--- config.mk ---
export PLATFORM = sky130hd
export DESIGN_NAME = lc3b_mem_arbiter
export DESIGN_NICKNAME = d
export VERILOG_FILES = /design/src/rtl/lc3b_mem_arbiter.sv
export SDC_FILE = /design/constraint.sdc
export NUM_CORES = 1
export LEC_CHECK = 0
export CAP_MARGIN = 20
export CORE_AREA = 2 2 273 275
export DETAILED_ROUTE_END_ITERATION = 10
export DIE_AREA = 0 0 275 277
export DONT_BUFFER_PORTS = 1
export PLACE_DENSITY = 0.3
export SLEW_MARGIN = 30
export SYNTH_ARGS = -nofsm -noshare
export SYNTH_HDL_FRONTEND = slang
export SYNTH_SLANG_ARGS = --single-unit
--- constraint.sdc ---
create_clock -name clk -period 2.7 [get_ports clk]
set_input_delay 0.27 -clock clk [delete_from_list [all_inputs] [get_ports clk]]
set_output_delay 0.27 -clock clk [all_outputs]
set_load 0.02 [all_outputs]
--- src/rtl/lc3b_mem_arbiter.sv ---
// lc3b_mem_arbiter
//   Shares the single physical-memory port between the I-cache and the D-cache.
//   A requester is granted from IDLE. The memory port is then driven from
//   copies of its address, data and direction taken at the grant edge.
//   A completion pulse from memory returns the arbiter to IDLE through one
//   RECOVER cycle. Simultaneous requests alternate I/D (round-robin).
//
// Ports
//   clk, rst_n                       clock, async active-low reset
//   i_read, i_address                I-cache line read request (held until i_resp)
//   i_rdata, i_resp                  I-cache returned line / completion pulse
//   d_read, d_write, d_address,      D-cache read / writeback request (held until d_resp)
//   d_wdata
//   d_rdata, d_resp                  D-cache returned line / completion pulse
//   pmem_read, pmem_write,           memory strobes, address, write line
//   pmem_address, pmem_wdata
//   pmem_rdata, pmem_resp            memory read line / completion pulse
module lc3b_mem_arbiter #(
  parameter int ADDR_W = 16,
  parameter int LINE_W = 128
) (
  input  logic              clk,
  input  logic              rst_n,
  input  logic              i_read,
  input  logic [ADDR_W-1:0] i_address,
  output logic [LINE_W-1:0] i_rdata,
  output logic              i_resp,
  input  logic              d_read,
  input  logic              d_write,
  input  logic [ADDR_W-1:0] d_address,
  input  logic [LINE_W-1:0] d_wdata,
  output logic [LINE_W-1:0] d_rdata,
  output logic              d_resp,
  output logic              pmem_read,
  output logic              pmem_write,
  output logic [ADDR_W-1:0] pmem_address,
  output logic [LINE_W-1:0] pmem_wdata,
  input  logic [LINE_W-1:0] pmem_rdata,
  input  logic              pmem_resp
);

  typedef enum logic [1:0] {IDLE, BUSY_I, BUSY_D, RECOVER} state_t;

  state_t            r_state, w_next;
  logic              r_last_g;   // 0: I-cache granted last, 1: D-cache granted last
  logic [ADDR_W-1:0] r_addr;
  logic [LINE_W-1:0] r_wdata;
  logic              r_wr;

  logic w_i_req, w_d_req, w_grant_i, w_grant_d;

  assign w_i_req = i_read;
  assign w_d_req = d_read | d_write;

  always_ff @(posedge clk or negedge rst_n) begin
    if (!rst_n) r_state <= IDLE;
    else        r_state <= w_next;
  end

  // Grants only leave IDLE. Because RECOVER always precedes IDLE, a request
  // still held in the cycle after its resp is seen in RECOVER and ignored.
  always_comb begin
    w_next    = r_state;
    w_grant_i = 1'b0;
    w_grant_d = 1'b0;
    case (r_state)
      IDLE: begin
        // On a tie, the cache not named by r_last_g wins.
        if (w_i_req && (!w_d_req || r_last_g)) begin
          w_grant_i = 1'b1;
          w_next    = BUSY_I;
        end else if (w_d_req) begin
          w_grant_d = 1'b1;
          w_next    = BUSY_D;
        end
      end
      BUSY_I, BUSY_D: if (pmem_resp) w_next = RECOVER;
      RECOVER:        w_next = IDLE;
      default:        w_next = IDLE;
    endcase
  end

  // Copies of the winner's request. Later request changes cannot reach memory.
  // A D-cache read+write is taken as a write.
  always_ff @(posedge clk or negedge rst_n) begin
    if (!rst_n) begin
      r_last_g <= 1'b1;
      r_addr   <= '0;
      r_wdata  <= '0;
      r_wr     <= 1'b0;
    end else if (w_grant_i) begin
      r_last_g <= 1'b0;
      r_addr   <= i_address;
      r_wdata  <= d_wdata;
      r_wr     <= 1'b0;
    end else if (w_grant_d) begin
      r_last_g <= 1'b1;
      r_addr   <= d_address;
      r_wdata  <= d_wdata;
      r_wr     <= d_write;
    end
  end

  // Strobes decode from the registered state, so an async reset drops them at once.
  assign pmem_read    = (r_state == BUSY_I) | ((r_state == BUSY_D) & ~r_wr);
  assign pmem_write   = (r_state == BUSY_D) & r_wr;
  assign pmem_address = r_addr;
  assign pmem_wdata   = r_wdata;

  // A stray pmem_resp in IDLE or RECOVER reaches neither cache.
  assign i_resp  = (r_state == BUSY_I) & pmem_resp;
  assign d_resp  = (r_state == BUSY_D) & pmem_resp;
  assign i_rdata = pmem_rdata;
  assign d_rdata = pmem_rdata;

`ifndef SYNTHESIS
  a_d_rw_exclusive: assert property (@(posedge clk) disable iff (!rst_n) !(d_read && d_write));
`endif

endmodule

==> qor.csv, run 1 <==
stage,metric,value,unit
cts,CTS buffer count,17,
synthesis,Syn Nets,966,
pwr,total chip power,0.0111,W
status,status,finished with violations,
critical_path,Critical Path Start Type,register,
critical_path,critical-path cell list,inv_1 > ha_1 > o31ai_4 > buf_12 > a31o_2 > o21ai_0 > dlygate4sd3_1,
grt,largest net degree at the start of global routing,149,
timing,normalized max-slew margin,0.395,
cts,Root Buffer,clkbuf_16,
synthesis,syn_area_per_cell,11.7,um^2
cts,CTS Hold Buffers Added,161,
placed_design,port bufs,0,
status,failing checks,hold timing,
die,# IOs,698,
critical_path,Crit Path Class,register to register,
placed_design,DP HPWL,14600,um
synthesis,Cells after Synth,669,
synthesis,Synth Cell Area,7850,um^2
grt,antenna violations before repair,0,
die,Die Span Y,277,um
synthesis,post-synthesis sequential area ratio,0.472,
placed_design,gpl congestion,0.645,
final_layout,"commonest non-fill, non-tap cells in the layout","161 x dlygate4sd3_1, 147 x dfrtp_1, 76 x mux2_2, 52 x mux2_1, 23 x inv_1",
drt,vias per cell,2.68,
pwr,P_leak,3.62,nW
timing,worst hold margin,-0.506,ns
critical_path,Worst Path Max Fanout,72,
critical_path,Worst Setup End Kind,register,
final_layout,"most common cell after layout, fill and taps aside",dlygate4sd3_1,
timing,"Hold Violations, Final",148,
grt,global-route wire length before repair,30000,um
timing,RSZ-0062 raised after global routing,false,
pwr,Peak supply drop,0.429,mV
die,Site Rows,100,
critical_path,reg2reg start,r_state[0],
drt,Iter 0 DRT Violations,135,
cts,Clock H-tree levels,4,
timing,Worst Skew,0.0123,ns
synthesis,Post-synth EDFFs,0,
cts,clock buffer depth,2,
timing,Max Slew Vio Count,0,
die,Core ar.,73600,um^2
critical_path,CP max stage cell,dlygate4sd3_1,
cts,Post-CTS Resized,0,
critical_path,flop-to-flop setup slack,0.24,ns
synthesis,yosys warns,0,
final_layout,"Area growth, synth to finish",18.6,%
timing,fin crit period,2.46,ns
timing,setup violators final,0,
cts,Clock transition at path regs,0.07,ns
synthesis,Post-synth ARST share,1.00,
cts,clk sinks,148,
final_layout,Filler Cell Count,8357,
synthesis,register bit total from synthesis,148,
final_layout,layout cells sized above 1,0.224,
timing,worst slew pin tran,0.905,ns
drt,"wirelength, routed",20900,um
critical_path,CP arrival,2.87,ns
critical_path,reg2reg end,pmem_address[14],
min_path,worst min path class,input pin to asynchronous set/reset pin,
critical_path,CP peak stage delay,0.58,ns
cts,post-CTS setup buffer count,0,
drt,DRC,0,
critical_path,data required time of the worst path,3.11,ns
flow_run,Max Cap Violations,0,
grt,Global Route Usage Sum,0.0552,
timing,final setup TNS,0,ns
synthesis,"Primary FF master, synth",dfrtp_1,
synthesis,Synth cell types,32,
grt,vias in the first global route,4742,
drt,DR vias,4165,
cts,worst skew pair latency,0.47,ns
drt,Initial DRT Pass Iterations,4,
grt,Overflow after GRT,0,
die,die area,76200,um^2
cts,CTS tree,done,
timing,"Period Utilization, post-route",0.910,
drt,average wire per standard cell,13.4,um
final_layout,"Net count, final",869,
final_layout,antenna cells,0,
die,initial core utilization,0.107,
pwr,pwr dens,1200,nW/um^2
timing,Max Clk Rate,407,MHz
die,Die W,275,um
critical_path,FF-to-FF path depth,7,
drt,ANT nets after route,0,
-- power by group --
part	internal [W]	switching [W]	total [W]	leakage (nW)
clock	0.00151	0.00113	0.00264	0.303
combinational	0.00168	0.00115	0.00282	1.57
sequential	0.00337	0.00232	0.00568	1.75
-- worst max-delay path: cells and delay by family, from the launching register on --
| kind | cells | cell delay (ns) |
|---|---|---|
| buffers and inverters | 3 | 0.91 |
| AOI/OAI and AO/OA | 3 | 0.66 |
| DFF | 1 | 0.42 |
| adders and majority gates | 1 | 0.34 |
-- sequential cells by signal, indices dropped and copies added, names as in the netlist --
register	flops
r_state	2
pmem_address	16
r_wr	1
pmem_wdata	128
r_last_g	1
-- routing by layer --
layer | vias up | track usage | routed length [um]
met3 | 96 | 0.0345 | 2770
met5 | - | 0.00642 | 45
met4 | 2 | 0.0495 | 1300
met2 | 329 | 0.0832 | 9670
li1 | 1766 | - | -
met1 | 1972 | 0.0511 | 7100
-- worst max-delay path by stage --
stage               cells past startpoint        from  slack (ns)               end
global route                            7  r_state[0]        0.07  pmem_address[14]
global placement                        5  r_state[0]        0.76    pmem_wdata[45]
finish                                  7  r_state[0]        0.24  pmem_address[14]
CTS                                     7  r_state[0]        0.30  pmem_address[12]
floorplan                               7  r_state[0]        1.01   pmem_wdata[114]
detailed placement                      5  r_state[0]        0.68    pmem_wdata[47]
-- stage by stage --
step | utilization | area, um^2 | cells | hold slack (ns) | setup WS, ns
after global placement | 0.0961 | 7070 | 1361 | -0.0209 | 0.756
after CTS | 0.127 | 9310 | 1554 | -0.590 | 0.305
after global routing | 0.127 | 9310 | 1554 | -0.565 | 0.0702
after floorplan | - | 7850 | 669 | -0.0256 | 1.01
final | 0.127 | 9310 | 1554 | -0.506 | 0.242
after detailed placement | 0.0961 | 7070 | 1361 | -0.0186 | 0.681
-- Yosys cell counts, types with 2 or more instances --
library cell | number | area (um^2)
ha_1 | 3 | 37.5
clkbuf_1 | 5 | 18.8
buf_4 | 262 | 1970
o21ai_0 | 9 | 45.0
and2_1 | 4 | 25.0
mux2_1 | 52 | 586
nand2_1 | 17 | 63.8
buf_2 | 11 | 55.1
nor2_1 | 2 | 7.51
a21oi_1 | 17 | 85.1
mux2_2 | 76 | 856
o21ai_1 | 7 | 35.0
dfrtp_1 | 147 | 3680
buf_1 | 2 | 7.51
inv_1 | 23 | 86.3
a31o_2 | 16 | 140
-- cells by family (layout without fill, tap and decap cells) --
| kind of cell | after synthesis | after routing | share of synthesized area |
|---|---|---|---|
| buffers and inverters | 304 | 220 | 0.273 |
| DFF | 148 | 148 | 0.472 |
| muxes | 128 | 128 | 0.184 |
| AOI/OAI and AO/OA | 60 | 60 | 0.0521 |
| and+or+nand+nor | 26 | 26 | 0.0145 |
| adders and majority gates | 3 | 3 | 0.00478 |
-- final cells by class --
cell class / instances / area [um^2] / share of cell area
Inverter: 23 / 86.3 / 0.00928
Timing Repair Buffer: 165 / 1670 / 0.179
Tap cell: 969 / 1210 / 0.130
Clock buffer: 18 / 439 / 0.0472
Sequential cell: 148 / 3700 / 0.398
Multi-Input combinational cell: 217 / 2010 / 0.216
Clock inverter: 14 / 189 / 0.0203
Power figures use the tool's default switching activity.
==> inputs of run 2 (changes only) <==
--- a/config.mk
+++ b/config.mk
@@ -6,11 +6,13 @@
 export NUM_CORES = 1
 export LEC_CHECK = 0
 export CAP_MARGIN = 20
-export CORE_AREA = 2 2 273 275
+export CELL_PAD_IN_SITES_DETAIL_PLACEMENT = 1
+export CELL_PAD_IN_SITES_GLOBAL_PLACEMENT = 1
+export CORE_AREA = 2 2 271 273
 export DETAILED_ROUTE_END_ITERATION = 10
-export DIE_AREA = 0 0 275 277
+export DIE_AREA = 0 0 273 275
 export DONT_BUFFER_PORTS = 1
-export PLACE_DENSITY = 0.3
+export PLACE_DENSITY = 0.34
 export SLEW_MARGIN = 30
 export SYNTH_ARGS = -nofsm -noshare
 export SYNTH_HDL_FRONTEND = slang
==> qor.csv, run 2 (synthesis gave the netlist of run 1 again) <==
stage,metric,value,unit,change
cts,CTS buffer count,17,,unchanged
timing,Max Clk Rate,429,MHz,+5.5%
pwr,P_leak,3.60,nW,-0.66%
placed_design,DP HPWL,16000,um,+9.3%
critical_path,"CP delay by family, top",buffers and inverters,,
pwr,P_int,0.00627,W,-4.3%
die,Site Rows,99,,-1.0%
final_layout,"commonest non-fill, non-tap cells in the layout","161 x dlygate4sd3_1, 147 x dfrtp_1, 76 x mux2_2, 52 x mux2_1, 23 x inv_1",,
timing,worst hold margin,-0.520,ns,-0.0140 ns
cts,CTS tree,done,,
critical_path,Worst Setup End Kind,register,,
final_layout,"most common cell after layout, fill and taps aside",dlygate4sd3_1,,
timing,Worst Skew,0.0186,ns,+0.00621 ns
final_layout,layout cells sized above 1,0.227,,+0.00264
grt,Global Route Usage Sum,0.0606,,+0.00537
cts,post-CTS setup buffer count,0,,unchanged
timing,final setup TNS,0,ns,unchanged
timing,normalized max-slew margin,0.480,,+0.0846
grt,vias in the first global route,4667,,-1.6%
final_layout,Filler Cell Count,8376,,+0.23%
critical_path,CP max stage cell,dlygate4sd3_1,,
placed_design,pre-CTS setup slack,0.772,ns,+0.0905 ns
timing,Max Slew Vio Count,0,,unchanged
final_layout,max reg flops,128,,unchanged
pwr,Clock Power Share,0.221,,-0.016
grt,largest net degree at the start of global routing,149,,unchanged
pwr,Peak supply drop,0.374,mV,-13%
critical_path,Crit Path Class,register to register,,
timing,fin crit period,2.33,ns,-0.128 ns
pwr,pwr dens,1190,nW/um^2,-1.0%
pwr,Switching Fraction,0.428,,+0.0158
grt,Overflow after GRT,0,,unchanged
timing,RSZ-0062 raised after global routing,false,,
flow_run,Max Cap Violations,0,,unchanged
final_layout,register area,3700,um^2,unchanged
final_layout,area of the multi-input gates,2010,um^2,unchanged
placed_design,gpl congestion,0.664,,+2.9%
critical_path,data required time of the worst path,3.07,ns,-0.04 ns
cts,clk sinks,148,,unchanged
cts,Clock H-tree levels,4,,unchanged
critical_path,Critical Path Start Type,register,,
timing,setup violators final,0,,unchanged
critical_path,Worst Path Max Fanout,18,,-75%
die,initial core utilization,0.108,,+0.00182
die,# IOs,698,,unchanged
cts,clock buffer depth,2,,unchanged
drt,DR vias,4291,,+3.0%
cts,CTS Hold Buffers Added,161,,unchanged
timing,"Hold Violations, Final",148,,unchanged
pwr,Psw,0.00470,W,+2.1%
critical_path,Bufs and invs on worst path,3,,unchanged
timing,setup ws final,0.370,ns,+0.128 ns
critical_path,CP peak stage delay,0.56,ns,-0.02 ns
critical_path,CP arrival,2.70,ns,-0.17 ns
die,die area,75100,um^2,-1.4%
die,Core ar.,72300,um^2,-1.7%
die,Die Span Y,275,um,-0.72%
drt,Iter 0 DRT Violations,119,,-12%
status,failing checks,hold timing,,
drt,DRC,0,,unchanged
status,status,finished with violations,,
pwr,sequential power share,0.515,,+0.005
min_path,worst min path class,input pin to asynchronous set/reset pin,,
cts,worst skew pair latency,0.48,ns,about the same
drt,Initial DRT Pass Iterations,3,,-1
final_layout,"Area growth, synth to finish",17.9,%,
timing,worst slew pin tran,0.778,ns,-0.127 ns
drt,ANT nets after route,0,,unchanged
placed_design,port bufs,0,,unchanged
timing,"Period Utilization, post-route",0.863,,-0.0474
drt,"wirelength, routed",23400,um,+12%
drt,average wire per standard cell,15.1,um,+12%
cts,Clock transition at path regs,0.08,ns,about the same
die,Die W,273,um,-0.73%
grt,antenna violations before repair,1,,+1
cts,Root Buffer,clkbuf_16,,
critical_path,critical-path cell list,inv_1 > ha_1 > and2_1 > buf_4 > a21oi_1 > o21ai_1 > dlygate4sd3_1,,
drt,vias per cell,2.77,,+3.4%
final_layout,"Net count, final",871,,+0.23%
pwr,Comb pwr share,0.264,,+0.011
grt,global-route wire length before repair,32000,um,+6.5%
run 2: cell count changes in the layout (fill, tap and decap cells not counted), sizes merged:
cell      before  now
buf            4    6
clkinvlp       2    3
clkinv         1    4
bufinv         3    0
clkbuf        18   17
diode          0    2
run 2: metal layers:
metal / vias to the layer above / global-route usage / routed length (um) / part of all wire
met2: 311 / 0.0910 / 11000 / 0.47
met5: - / 0.0150 / 160 / 0.0068
met3: 102 / 0.0387 / 3040 / 0.13
met4: 6 / 0.0487 / 1150 / 0.049
li1: 1757 / - / - / -
met1: 2115 / 0.0581 / 8000 / 0.34
run 2: final cells by class:
class	count	area share
clock buffers	17	0.0460
repair buffers	167	0.182
well taps	959	0.130
flip-flops and latches	148	0.400
clock inverters	15	0.0150
multi-input cells	217	0.217
inverters	23	0.00933
diodes	2	0.000541
run 2: power groups by stage:
stage                     Clock, W  Sequential (W)  Combinational (W)
after CTS                  0.00261         0.00569            0.00298
after global routing       0.00268         0.00581            0.00320
after detailed placement         0         0.00573            0.00260
final                      0.00243         0.00565            0.00289
after global placement           0         0.00575            0.00250
after floorplan                  0         0.00531            0.00271
run 2: timing repair:
action,4_1_cts,5_1_grt
gates resized for setup,0,0
setup endpoints to repair,0,0
endpoints found under the hold margin,295,148
run 2: path summary, 6_finish.rpt:
| check | start | to | slack, ns | depth (start not counted) |
|---|---|---|---|---|
| worst max-delay path | r_state[0] | pmem_address[11] | 0.37 | 7 |
| worst min register to register | r_last_g | r_last_g | 0.49 | 2 |
| worst min-delay path | rst_n | pmem_wdata[88] | -0.52 | 0 |
| min in group clk | i_address[1] | pmem_address[1] | 0.07 | 3 |
| worst max register to register | r_state[0] | pmem_address[11] | 0.37 | 7 |
| max in group asynchronous | rst_n | pmem_wdata[10] | 2.89 | 0 |
run 2: stage by stage:
stage	total power, W	cells	instance area, um^2	hold WS [ns]	utilization
2_1_floorplan	0.00802	669	7850	-0.0256	-
3_3_place_gp	0.00825	1353	7070	-0.0218	0.0977
3_5_place_dp	0.00833	1353	7070	-0.0211	0.0977
4_1_cts	0.0113	1546	9250	-0.588	0.128
5_1_grt	0.0117	1546	9250	-0.573	0.128
6_report	0.0110	1548	9250	-0.520	0.128
==> inputs of run 3 (changes only) <==
--- a/config.mk
+++ b/config.mk
@@ -8,11 +8,11 @@
 export CAP_MARGIN = 20
 export CELL_PAD_IN_SITES_DETAIL_PLACEMENT = 1
 export CELL_PAD_IN_SITES_GLOBAL_PLACEMENT = 1
-export CORE_AREA = 2 2 271 273
+export CORE_AREA = 10 10 264 266
 export DETAILED_ROUTE_END_ITERATION = 10
-export DIE_AREA = 0 0 273 275
+export DIE_AREA = 0 0 274 276
 export DONT_BUFFER_PORTS = 1
-export PLACE_DENSITY = 0.34
+export PLACE_DENSITY = 0.36
 export SLEW_MARGIN = 30
 export SYNTH_ARGS = -nofsm -noshare
 export SYNTH_HDL_FRONTEND = slang
==> qor.csv, run 3 (synthesis gave the netlist of run 1 again) <==
stage,metric,value,unit,change
cts,Root Buffer,clkbuf_16,,
status,status,finished with violations,,
cts,Clock transition at path regs,0.08,ns,about the same
grt,M3 GR Usage,0.0420,,+0.00334
pwr,Psw,0.00466,W,-0.82%
timing,normalized max-slew margin,0.448,,-0.0320
timing,"Period Utilization, post-route",0.907,,+0.0436
cts,post-CTS setup buffer count,0,,unchanged
die,Site Rows,93,,-6.1%
die,# IOs,698,,unchanged
pwr,sequential power share,0.514,,about the same
grt,met1 Track Usage GR,0.0558,,-0.00229
status,failing checks,hold timing,,
critical_path,data required time of the worst path,3.11,ns,+0.04 ns
die,die area,75600,um^2,+0.73%
grt,vias in the first global route,4909,,+5.2%
critical_path,CP peak stage delay,0.56,ns,about the same
pwr,Switching Fraction,0.421,,-0.00745
final_layout,design area,9160,um^2,-0.97%
drt,vias per cell,2.97,,+7.1%
final_layout,"Net count, final",874,,+0.34%
critical_path,CP max stage cell,dlygate4sd3_1,,
placed_design,Placed Instances,1249,,-7.7%
final_layout,"Area growth, synth to finish",16.8,%,
critical_path,Crit Path Class,register to register,,
final_layout,antenna cells,0,,-2
timing,Max Slew Vio Count,0,,unchanged
placed_design,pre-CTS setup slack,0.637,ns,-0.135 ns
final_layout,max reg flops,128,,unchanged
pwr,Clock Power Share,0.223,,+0.002
critical_path,Critical Path Start Type,register,,
placed_design,port bufs,0,,unchanged
timing,"Hold Violations, Final",148,,unchanged
cts,CTS Hold Buffers Added,164,,+1.9%
final_layout,"commonest non-fill, non-tap cells in the layout","164 x dlygate4sd3_1, 147 x dfrtp_1, 76 x mux2_2, 52 x mux2_1, 23 x inv_1",,
pwr,Comb pwr share,0.263,,about the same
drt,DR vias,4291,,unchanged
critical_path,CP arrival,2.86,ns,+0.16 ns
critical_path,Worst Path Max Fanout,72,,+54
placed_design,DP HPWL,17700,um,+11%
die,Die Span Y,276,um,+0.36%
timing,setup violators final,0,,unchanged
grt,Global Route Usage Sum,0.0629,,+0.00231
final_layout,area of the multi-input gates,2000,um^2,-0.31%
timing,worst slew pin tran,0.829,ns,+0.0501 ns
timing,fin crit period,2.45,ns,+0.118 ns
drt,DRC,0,,unchanged
drt,ANT nets after route,0,,unchanged
cts,CTS tree,done,,
final_layout,register area,3700,um^2,unchanged
grt,largest net degree at the start of global routing,149,,unchanged
grt,antenna violations before repair,1,,unchanged
timing,worst hold margin,-0.512,ns,+0.00805 ns
cts,clk sinks,148,,unchanged
pwr,P_leak,3.63,nW,+0.96%
pwr,Peak supply drop,0.450,mV,+20%
cts,clock buffer depth,2,,unchanged
cts,Clock H-tree levels,4,,unchanged
placed_design,gpl congestion,0.645,,-2.8%
die,initial core utilization,0.122,,+0.0139
min_path,worst min path class,input pin to asynchronous set/reset pin,,
grt,global-route wire length before repair,34700,um,+8.7%
timing,Worst Skew,0.0186,ns,+0.0000206 ns
flow_run,Max Cap Violations,0,,unchanged
pwr,pwr dens,1210,nW/um^2,+1.9%
final_layout,Filler Cell Count,7292,,-13%
drt,average wire per standard cell,16.7,um,+10%
final_layout,layout cells sized above 1,0.227,,+0.000543
drt,Iter 0 DRT Violations,112,,-5.9%
die,Core ar.,64100,um^2,-11%
timing,setup ws final,0.252,ns,-0.118 ns
drt,"wirelength, routed",24100,um,+3.1%
grt,Overflow after GRT,0,,unchanged
placed_design,placed cell area,6930,um^2,-1.9%
final_layout,final core utilization,0.143,,+0.0150
grt,met2 GRT Util,0.0975,,+0.00657
final_layout,Post-Layout Cell Count,1445,,-6.7%
cts,worst skew pair latency,0.48,ns,about the same
pwr,P_int,0.00641,W,+2.3%
critical_path,Worst Setup End Kind,register,,
final_layout,"most common cell after layout, fill and taps aside",dlygate4sd3_1,,
timing,Max Clk Rate,409,MHz,-4.8%
critical_path,critical-path cell list,inv_1 > ha_1 > o31ai_4 > buf_12 > a31o_2 > o21ai_0 > dlygate4sd3_1,,
grt,gr busiest metal,met2,,
die,Die W,274,um,+0.37%
timing,final setup TNS,0,ns,unchanged
timing,RSZ-0062 raised after global routing,false,,
drt,Initial DRT Pass Iterations,4,,+1
cts,CTS buffer count,17,,unchanged
==> run 3: worst max-delay path: cells and delay by family, from the launching register on <==
| family | cells | cell delay (ns) |
|---|---|---|
| buffers and inverters | 3 | 0.90 |
| adder cells (fa/ha/maj) | 1 | 0.31 |
| flip-flops | 1 | 0.42 |
| AO/OA/AOI/OAI | 3 | 0.67 |
==> run 3: per-layer routing <==
metal | up-vias | wire length, um
li1 | 1764 | -
met4 | 2 | 1390
met2 | 354 | 11500
met3 | 95 | 3550
met5 | - | 11
met1 | 2076 | 7650
==> run 3: area by class of cell <==
class | instances | share of cell area
clock buffers | 17 | 0.0464
multi-input cells | 217 | 0.219
well taps | 855 | 0.117
repair buffers | 170 | 0.187
flip-flops and latches | 148 | 0.404
clock inverters | 15 | 0.0175
inverters | 23 | 0.00942
==> run 3: stage by stage <==
step,hold WS [ns],power [W]
6_report,-0.512,0.0111
5_1_grt,-0.569,0.0118
4_1_cts,-0.585,0.0114
3_5_place_dp,-0.0199,0.00833
3_3_place_gp,-0.0195,0.00828
2_1_floorplan,-0.0256,0.00802
==> run 3: repair_timing <==
action                                  in CTS  in global routing
resized for setup                            0                  1
endpoints found under the setup margin       0                  5
hold endpoints to repair                   295                148
==> run 3: path summary, 6_finish.rpt <==
path | startpoint | end | slack, ns | cells past startpoint
min in group clk | d_read | r_state[0] | 0.13 | 3
max reg2reg | r_state[0] | pmem_address[12] | 0.25 | 7
min reg2reg | r_last_g | r_last_g | 0.51 | 2
min | rst_n | pmem_wdata[68] | -0.51 | 0
max in group asynchronous | rst_n | r_last_g | 2.95 | 0
max | r_state[0] | pmem_address[12] | 0.25 | 7
==> run 3: power by group through the flow <==
| stage | sequential (W) | clock (W) | combinational, W |
|---|---|---|---|
| after floorplan | 0.00531 | 0 | 0.00271 |
| after global placement | 0.00583 | 0 | 0.00245 |
| after detailed placement | 0.00581 | 0 | 0.00253 |
| after CTS | 0.00577 | 0.00263 | 0.00295 |
| after global routing | 0.00587 | 0.00271 | 0.00322 |
| final | 0.00569 | 0.00247 | 0.00291 |
